<file path="config.mk">
export PLATFORM = sky130hd
export DESIGN_NAME = prog_clk_div_bank
export DESIGN_NICKNAME = d
export VERILOG_FILES = /design/src/rtl/clk_div_pkg.sv /design/src/rtl/clk_div_channel.sv /design/src/rtl/prog_clk_div_bank.sv
export SDC_FILE = /design/constraint.sdc
export NUM_CORES = 1
export LEC_CHECK = 0
export ABC_AREA = 1
export CAP_MARGIN = 30
export CORE_MARGIN = 8
export CORE_UTILIZATION = 47
export CTS_CLUSTER_DIAMETER = 200
export DETAILED_ROUTE_END_ITERATION = 16
export GPL_TIMING_DRIVEN = 0
export PLACE_DENSITY = 0.68
export SYNTH_ARGS = -nofsm -noshare
export SYNTH_HDL_FRONTEND = slang
export SYNTH_SLANG_ARGS = --single-unit
</file>
<file path="constraint.sdc">
create_clock -name clk -period 3.1 [get_ports clk]
set_clock_uncertainty 0.1 [all_clocks]
set_input_delay 0.62 -clock clk [delete_from_list [all_inputs] [get_ports clk]]
set_output_delay 0.62 -clock clk [all_outputs]
set_load 0.03 [all_outputs]
</file>
<file path="src/rtl/clk_div_pkg.sv">
// Shared definitions for the programmable clock divider bank.
//   CLK_DIV_CNT_W       default divisor/counter width
//   CLK_DIV_DEFAULT_DIV default divisor loaded into every channel at reset
//   clamp_div()         maps a divisor of 0 to 1 (operates on a 64-bit carrier; callers cast)
//   sel_w()             channel-select width, never narrower than 1 bit
package clk_div_pkg;

  localparam int          CLK_DIV_CNT_W       = 27;
  localparam int unsigned CLK_DIV_DEFAULT_DIV = 50_000_000;

  // A fixed 64-bit carrier lets one function serve any CNT_W up to 64.
  function automatic logic [63:0] clamp_div(input logic [63:0] n);
    return (n == 64'd0) ? 64'd1 : n;
  endfunction

  function automatic int sel_w(input int n);
    return (n <= 1) ? 1 : $clog2(n);
  endfunction

endpackage

</file>
<file path="src/rtl/clk_div_channel.sv">
// One divider channel: down-counter with terminal-count wrap, active/shadow
// divisor pair for glitch-free reprogramming, registered tick and square wave.
//   clk, rst_n  system clock, async active-low reset
//   ch_en       run enable; low holds the channel at the start of a full period
//   sync        phase-align: restart the period and apply any pending divisor
//   cfg_we      accepted divisor write for this channel (already handshaked)
//   cfg_div     new divisor, 0 treated as 1
//   tick        one-cycle pulse at the end of every period
//   sq_out      high for ceil(N/2) of every N cycles
//   pending     shadow divisor waiting for the next wrap or sync
module clk_div_channel
  import clk_div_pkg::*;
#(
  parameter int          CNT_W       = CLK_DIV_CNT_W,
  parameter int unsigned DEFAULT_DIV = CLK_DIV_DEFAULT_DIV
) (
  input  logic             clk,
  input  logic             rst_n,
  input  logic             ch_en,
  input  logic             sync,
  input  logic             cfg_we,
  input  logic [CNT_W-1:0] cfg_div,
  output logic             tick,
  output logic             sq_out,
  output logic             pending
);

  localparam logic [CNT_W-1:0] RST_DIV = CNT_W'(clamp_div(64'(DEFAULT_DIV)));

  logic [CNT_W-1:0] cnt_q, cnt_d;
  logic [CNT_W-1:0] active_q, active_d;
  logic [CNT_W-1:0] shadow_q, shadow_d;
  logic             pending_q, pending_d;
  logic             tick_q, tick_d;
  logic             sq_q, sq_d;

  logic [CNT_W-1:0] div_new;
  logic [CNT_W-1:0] div_next;
  logic             wrap;

  always_comb begin
    div_new  = CNT_W'(clamp_div(64'(cfg_div)));
    wrap     = ch_en && (cnt_q == '0);
    div_next = pending_q ? shadow_q : active_q;

    cnt_d     = cnt_q;
    active_d  = active_q;
    shadow_d  = shadow_q;
    pending_d = pending_q;
    tick_d    = 1'b0;
    sq_d      = 1'b0;

    // A period boundary (natural wrap or forced by sync) is the only point
    // where a pending divisor may take over, so no runt phase is produced.
    if (sync || wrap) begin
      active_d  = div_next;
      pending_d = 1'b0;
    end

    if (!ch_en) begin
      // Disabled channels take new divisors immediately; the counter tracks
      // the divisor that will be live when the channel is re-enabled.
      if (cfg_we) begin
        active_d = div_new;
      end
      cnt_d = active_d - CNT_W'(1);
    end else begin
      sq_d = (cnt_q >= (active_q >> 1));
      if (sync) begin
        cnt_d = div_next - CNT_W'(1);
      end else if (wrap) begin
        tick_d = 1'b1;
        cnt_d  = div_next - CNT_W'(1);
      end else begin
        cnt_d = cnt_q - CNT_W'(1);
      end
      // Written after the boundary logic: a write landing on a wrap edge
      // waits for the following wrap.
      if (cfg_we) begin
        shadow_d  = div_new;
        pending_d = 1'b1;
      end
    end
  end

  always_ff @(posedge clk or negedge rst_n) begin
    if (!rst_n) begin
      cnt_q     <= RST_DIV - CNT_W'(1);
      active_q  <= RST_DIV;
      shadow_q  <= RST_DIV;
      pending_q <= 1'b0;
      tick_q    <= 1'b0;
      sq_q      <= 1'b0;
    end else begin
      cnt_q     <= cnt_d;
      active_q  <= active_d;
      shadow_q  <= shadow_d;
      pending_q <= pending_d;
      tick_q    <= tick_d;
      sq_q      <= sq_d;
    end
  end

  assign tick    = tick_q;
  assign sq_out  = sq_q;
  assign pending = pending_q;

endmodule

</file>
<file path="src/rtl/prog_clk_div_bank.sv">
// Multi-channel synchronous programmable clock divider.
//   clk, rst_n  system clock, async active-low reset
//   ch_en       per-channel run enable
//   sync        one-cycle pulse phase-aligning every channel
//   cfg_valid/cfg_ready/cfg_ch/cfg_div
//               divisor write handshake; cfg_ch values >= NUM_CH are
//               accepted and dropped
//   tick        per-channel one-cycle pulse every N cycles
//   sq_out      per-channel square wave, high ceil(N/2) of N cycles
module prog_clk_div_bank
  import clk_div_pkg::*;
#(
  parameter int          NUM_CH      = 4,
  parameter int          CNT_W       = CLK_DIV_CNT_W,
  parameter int unsigned DEFAULT_DIV = CLK_DIV_DEFAULT_DIV
) (
  input  logic                        clk,
  input  logic                        rst_n,
  input  logic [NUM_CH-1:0]           ch_en,
  input  logic                        sync,
  input  logic                        cfg_valid,
  output logic                        cfg_ready,
  input  logic [sel_w(NUM_CH)-1:0]    cfg_ch,
  input  logic [CNT_W-1:0]            cfg_div,
  output logic [NUM_CH-1:0]           tick,
  output logic [NUM_CH-1:0]           sq_out
);

  localparam int SEL_W = sel_w(NUM_CH);

  logic [NUM_CH-1:0] pending_vec;
  logic [NUM_CH-1:0] ch_we;

  // Ready depends only on the selected channel's pending flag, never on
  // cfg_valid; unmapped channel numbers are always ready.
  always_comb begin
    cfg_ready = 1'b1;
    for (int i = 0; i < NUM_CH; i++) begin
      if (cfg_ch == SEL_W'(i)) begin
        cfg_ready = !pending_vec[i];
      end
    end
  end

  always_comb begin
    ch_we = '0;
    for (int i = 0; i < NUM_CH; i++) begin
      ch_we[i] = cfg_valid && cfg_ready && (cfg_ch == SEL_W'(i));
    end
  end

  for (genvar g = 0; g < NUM_CH; g++) begin : g_ch
    clk_div_channel #(
      .CNT_W       (CNT_W),
      .DEFAULT_DIV (DEFAULT_DIV)
    ) u_ch (
      .clk     (clk),
      .rst_n   (rst_n),
      .ch_en   (ch_en[g]),
      .sync    (sync),
      .cfg_we  (ch_we[g]),
      .cfg_div (cfg_div),
      .tick    (tick[g]),
      .sq_out  (sq_out[g]),
      .pending (pending_vec[g])
    );
  end

endmodule

</file>
## Word level (Yosys, flattened, before mapping)

Cells that the tools add are included.

| word-level totals | value |
|---|---|
| bits in registers | 336 |
| bits in latches | 0 |
| RAM bits | 0 |
| ROM bits | 0 |
| bits of input ports | 37 |
| output and inout port bits | 9 |
| word-level logic and storage cells | 135 |
| memories kept | 0 |

| cells by class | value |
|---|---|
| add/sub/neg operators | 12 |
| multiply operators | 0 |
| div/mod/pow operators | 0 |
| $lt $le $gt $ge | 4 |
| equality and inequality tests | 3 |
| shift operators | 0 |
| multiplexer cells | 65 |
| bitwise logic cells | 0 |
| reductions and logical operators | 27 |

Operators with widths:

| kind | count |
|---|---|
| two-way mux 27 bit | 33 |
| subtractor 27 x 1 -> 27 bit (second input constant) | 12 |
| zero test 27 bit | 5 |
| >= comparator 27 x 26 -> 1 bit | 4 |
| two-way mux 1 bit | 32 |
| logical AND 1 bit | 9 |
| AND reduction 2 bit | 4 |
| equality test 2 bit (second input constant) | 2 |
| zero test 1 bit | 4 |
| logical OR 1 bit | 4 |
| equality test 2 x 1 -> 1 bit (second input constant) | 1 |
| zero test 2 bit | 1 |

## Logic depth before layout (Yosys ltp)

| depth | value |
|---|---|
| word-level depth | 11 |
| depth in mapped cells | 22 |
| gate-level depth less buffers | 22 |

## Cells and area by module

Synthesis repeated with hierarchy kept, for this count alone.

| unflattened totals | value |
|---|---|
| cell total of the unflattened synthesis | 4475 |
| area total of the unflattened synthesis | 29535.8 um2 |

By module, submodules not included:

| module | instances | cells each | area an instance (um2) | sequential area each (um2) |
|---|---|---|---|---|
| clk_div_channel (g_ch[2].u_ch ...) | 2 | 1126 | 7513.5 | 2154.6 |
| clk_div_channel (g_ch[0].u_ch ...) | 2 | 1103 | 7214.4 | 2154.6 |
| prog_clk_div_bank | 1 | 17 | 80.1 | 0.0 |

## Worst setup path after synthesis

OpenSTA, ideal clock, no wires.

| path | value |
|---|---|
| path type | in2reg |
| from | input port ch_en[0] |
| to | register g_ch[0].u_ch.cnt_q[24] |
| setup time | 129 ps |
| arrival | 2483 ps |
| required time | 2871 ps |
| slack | 389 ps |
| cell stages on the path | 21 |
| buffers on the path | 1 |
| cells stage by stage | buf_4 > nand2_1 > nor2_1 > nand2_1 > nor2_1 > nand2_4 > nand2_4 > inv_2 > nand2_1 > nand2_1 > nand2_1 > nand2_2 > inv_1 > ha_1 > inv_1 > nor2_2 > nand2_2 > nor2_2 > nand2_1 > nand2_1 > nand3_1 |

| between the ends | value |
|---|---|
| longest elaborated chain between the ends | 7 |
| elaborated cells on any way between the ends | 9 |
| those cells by class | add/sub: 1; mux: 6; reduce/logical: 2 |

Ends and longest elaborated chain:

| element | line | text |
|---|---|---|
| start: declaration | prog_clk_div_bank.sv:19 | `input logic [NUM_CH-1:0] ch_en,` |
| logical AND 1 bit | clk_div_channel.sv:43 | `wrap = ch_en && (cnt_q == '0);` |
| logical OR 1 bit | clk_div_channel.sv:55 | `if (sync \|\| wrap) begin` |
| two-way mux 27 bit | clk_div_channel.sv:55 |  |
| two-way mux 27 bit | clk_div_channel.sv:63 | `if (cfg_we) begin` |
| two-way mux 27 bit | clk_div_channel.sv:60 | `if (!ch_en) begin` |
| subtractor 27 x 1 -> 27 bit | clk_div_channel.sv:66 | `cnt_d = active_d - CNT_W'(1);` |
| two-way mux 27 bit * | clk_div_channel.sv:60 |  |
| net g_ch[0].u_ch.cnt_d[24] | clk_div_channel.sv:30 | `logic [CNT_W-1:0] cnt_q, cnt_d;` |
| end signal: assignment | clk_div_channel.sv:88 | `cnt_q <= RST_DIV - CNT_W'(1);` |
| end signal: assignment | clk_div_channel.sv:95 | `cnt_q <= cnt_d;` |
| end: declaration | clk_div_channel.sv:30 |  |

The timed path passes the listed nets; every way through them passes the cells marked *. The select of a mux whose other input is x is not followed.
A chain may end at the register's enable or synchronous reset.

## Final worst setup path

| path | value |
|---|---|
| from | input port sync |
| to | register g_ch[3].u_ch.cnt_q[15] |

| between the ends | value |
|---|---|
| longest elaborated chain between the ends | 6 |
| elaborated cells on any way between the ends | 7 |
| those cells by class | add/sub: 1; mux: 5; reduce/logical: 1 |

Ends and longest elaborated chain:

| element | line | text |
|---|---|---|
| start: declaration | prog_clk_div_bank.sv:20 | `input logic sync,` |
| logical OR 1 bit | clk_div_channel.sv:55 |  |
| two-way mux 27 bit | clk_div_channel.sv:55 |  |
| two-way mux 27 bit | clk_div_channel.sv:63 |  |
| two-way mux 27 bit | clk_div_channel.sv:60 |  |
| subtractor 27 x 1 -> 27 bit | clk_div_channel.sv:66 |  |
| two-way mux 27 bit * | clk_div_channel.sv:60 |  |
| net g_ch[3].u_ch.cnt_d[15] | clk_div_channel.sv:30 |  |
| end signal: assignment | clk_div_channel.sv:88 |  |
| end signal: assignment | clk_div_channel.sv:95 |  |
| end: declaration | clk_div_channel.sv:30 |  |

Marked as above.

==> impl_metrics.tcl <==
set metrics [dict create \
    synthFlopType "dfstp_2" \
    p_sw_mw 7.75 \
    grt-ovfl-total 0 \
    die-width_um 264 \
    sw_frac_of_total_pct 42.3 \
    cp-endpoint "g_ch[3].u_ch.cnt_q[15]$_DFF_PN1_" \
    fin_area_sq_um 32700 \
    synth_edf_count 0 \
    start_util_pct 47.2 \
    critPathLaunchType "input pin" \
    hold_path.class "in -> reg" \
    core_sq_um 61300 \
    setup_slack_ns -0.0108 \
    worstMarginPinSlew_ns 0.912 \
    wl_per_cell_um 23.2 \
    cts_root_buf "clkbuf_16" \
    maxCapViolCount 0 \
    criticalPathCategory "in -> reg" \
    grt_max_degree 108 \
    leakagePower_nw 15.1 \
    finalSetupViolCount 2 \
    ys_warn_count 0 \
    path_delay_family "buffers and inverters" \
    powerDensity_nw_per_um2 561 \
    worstSkewPairLatency_ns 0.60 \
    layout-drive-gt1-share_pct 13.8 \
    power_frac_comb_pct 38.3 \
    synth_nets 4674 \
    ys_types 59 \
    cts.clk_slew.worst_paths_ns 0.06 \
    yosysMostFrequentCell "nand2_1" \
    cp.depth 15 \
    synth_largest_area_cell "nand2_1" \
    globalplace.congestion 0.997 \
    ys_seq_area_share_pct 29.8 \
    synth-seq-cells 336 \
    crit_start "sync" \
    dp_hpwl_um 98000 \
    grt_pass1_wl_um 187000 \
    synth_area_leaders "nand2_1 17%, dfstp_2 15%, dfrtp_1 15%" \
    yosys-top-cells-count "1303 x nand2_1, 529 x inv_1, 487 x nor2_1" \
    hold_viol_final 0 \
    final_util_pct 53.3 \
    ff2ff_setup_slack_ns 0.10 \
    async_flop_share_pct 100 \
    grt_pass1_vias 30053 \
    netlist.area_leader.share_pct 16.9 \
    max_slew_margin_pct 39.2 \
    slew_viol_final 0 \
    routed_wl_um 127000 \
    drt_first_pass_iters 7 \
    clkPwrFrac_pct 27.0 \
    path_buf_inv 5 \
    io_pins 46 \
    path_cells "clkdlybuf4s15_2 -> inv_6 -> buf_4 -> clkbuf_2 -> buf_6 -> nand3_1 -> nand2_1 -> nand2_1 -> nand2_1 -> nand2_2 -> nor2_1 -> nand2_1 -> nor2_4 -> nand2_1 -> o211ai_1" \
    cpPeakStageDelay_ns 0.42 \
    cts_tree "yes" \
    outcome "finished, violations left" \
    drt_iter0_drc 3952 \
    period_minus_slack_ns 3.11 \
    drc_errors 0 \
    ant_nets 0 \
    ctsHtreeMaxLevel 2 \
    cts_buffer_depth 3 \
    vias 32156 \
    num_rows 91 \
    die_area_sq_um 69700 \
    setup_tns_ns -0.0133 \
    required_ns 3.47 \
    antenna_found_initial 5 \
    finalNetCount 4810 \
    violations "setup timing" \
    die_y_um 264 \
    ir_drop_uv 414 \
    p_int_mw 10.6 \
    rsz0062_at_grt "true" \
    fmaxAchievable_mhz 321 \
    r2r-start "g_ch[2].u_ch.cnt_q[0]$_DFF_PN1_" \
    pwr-share-seq_pct 34.7 \
    placed_cell_area_sq_um 30500 \
    cts_buffers 41 \
    slowest_stage "clkdlybuf4s15_2" \
    crit_top_cell "nand2_1" \
    fin_crit_sh_pct 100 \
    grt_usage_pct 35.2 \
    synthToLayoutAreaGrowth_pct 13.0 \
    numPortBuffers 41 \
    netlist_instances 4517 \
    syn_avg_cell_area_sq_um 6.40 \
    avgViaCountPerCell 5.87 \
    r2r_end "g_ch[2].u_ch.cnt_q[20]$_DFF_PN1_" \
    clkSinkCount 336 \
    synth_area_sq_um 28900 \
    cp-end-kind "flip-flop" \
    r2r_cells 15 \
    arrival_ns 3.48 \
    cp_max_fo 10 \
]
worst min-delay path, delay by kind of cell:
family          cells  cell delay (ns)
simple gates        1             0.17
compound gates      1             0.06
buf+inv             1             0.16
layout by cell type, fill, tap and decap left out, drive strengths merged, types with 133 or more instances in the layout:
cell type,Yosys,final
o21ai,404,404
nand3,462,462
nor2,551,551
dfstp,168,168
dfrtp,168,168
clkbuf,76,144
nand2,1326,1326
a21oi,133,133
buf,102,151
inv,549,528
final cells by class:
class                      instances  area, sq um
clock inverter                    13          118
multi-input combinational       3449        17600
tap                              790          988
fill                            6379        28600
sequential                       336         8620
buffer                           176         1020
timing repair buffer              95          958
inverter                         554         2190
antenna                            4         10.0
clock buffer                      63         1210
through the flow:
step	hold WS [ns]	total power [mW]	instances	setup slack [ns]
6_report	0.327	18.3	5480	-0.0108
5_1_grt	0.346	19.4	5476	-0.0172
4_1_cts	0.309	18.1	5464	-0.00321
3_5_place_dp	0.366	13.0	5358	-1.79
3_3_place_gp	0.361	12.9	5348	-14.16
2_1_floorplan	0.224	10.7	4517	0.389
cells by family (layout without fill, tap and decap cells):
kind of cell,Yosys count,in the layout,synth area share [%]
other cells,0,4,0
xor+xnor,93,93,2.82
flops,336,336,29.8
fa+ha+maj,120,120,5.20
mux,2,2,0.0779
compound gates,724,724,14.1
simple gates,2510,2510,37.3
buf+inv,732,901,10.6
routing by layer:
metal	vias up	GRT usage (%)	share of wire [%]
li1	15040	-	-
met1	14918	48.1	42
met2	1795	52.5	41
met3	399	6.82	11
met4	4	18.1	6.3
met5	-	0	0.024
state kept, by name, summed over array words and instances, names as in the netlist:
signal / cells
g_ch.u_ch.cnt_q: 108
g_ch.u_ch.active_q: 108
g_ch.u_ch.tick: 4
g_ch.u_ch.shadow_q: 108
g_ch.u_ch.pending: 4
g_ch.u_ch.sq_out: 4
worst min path at each step:
stage / cells after the start / to / slack (ns) / start
3_5_place_dp: 2 / g_ch[2].u_ch.shadow_q[19]$_DFFE_PN1P_ / 0.37 / g_ch[2].u_ch.shadow_q[19]$_DFFE_PN1P_
3_3_place_gp: 2 / g_ch[1].u_ch.shadow_q[18]$_DFFE_PN0P_ / 0.36 / g_ch[1].u_ch.shadow_q[18]$_DFFE_PN0P_
4_1_cts: 3 / g_ch[0].u_ch.active_q[13]$_DFF_PN1_ / 0.31 / ch_en[0]
6_report: 3 / g_ch[0].u_ch.active_q[13]$_DFF_PN1_ / 0.33 / ch_en[0]
5_1_grt: 3 / g_ch[0].u_ch.active_q[13]$_DFF_PN1_ / 0.35 / ch_en[0]
2_1_floorplan: 0 / g_ch[0].u_ch.active_q[0]$_DFF_PN0_ / 0.22 / rst_n
repair_timing:
item	in CTS	in global routing
hold buffers	1	0
pin swaps	5	18
setup endpoints to repair	171	83
buffers inserted	29	14
hold endpoints to repair	36	0
gates resized for setup	90	121
power by group through the flow:
stage                     registers [mW]  clock network (mW)  logic, mW
after global routing                6.46                5.16       7.76
after CTS                           6.33                5.00       6.75
after detailed placement            6.38                   0       6.64
after floorplan                     6.11                   0       4.61
after global placement              6.39                   0       6.56
final                               6.36                4.96       7.01
Note: power is estimated with default switching activity, not from simulation.
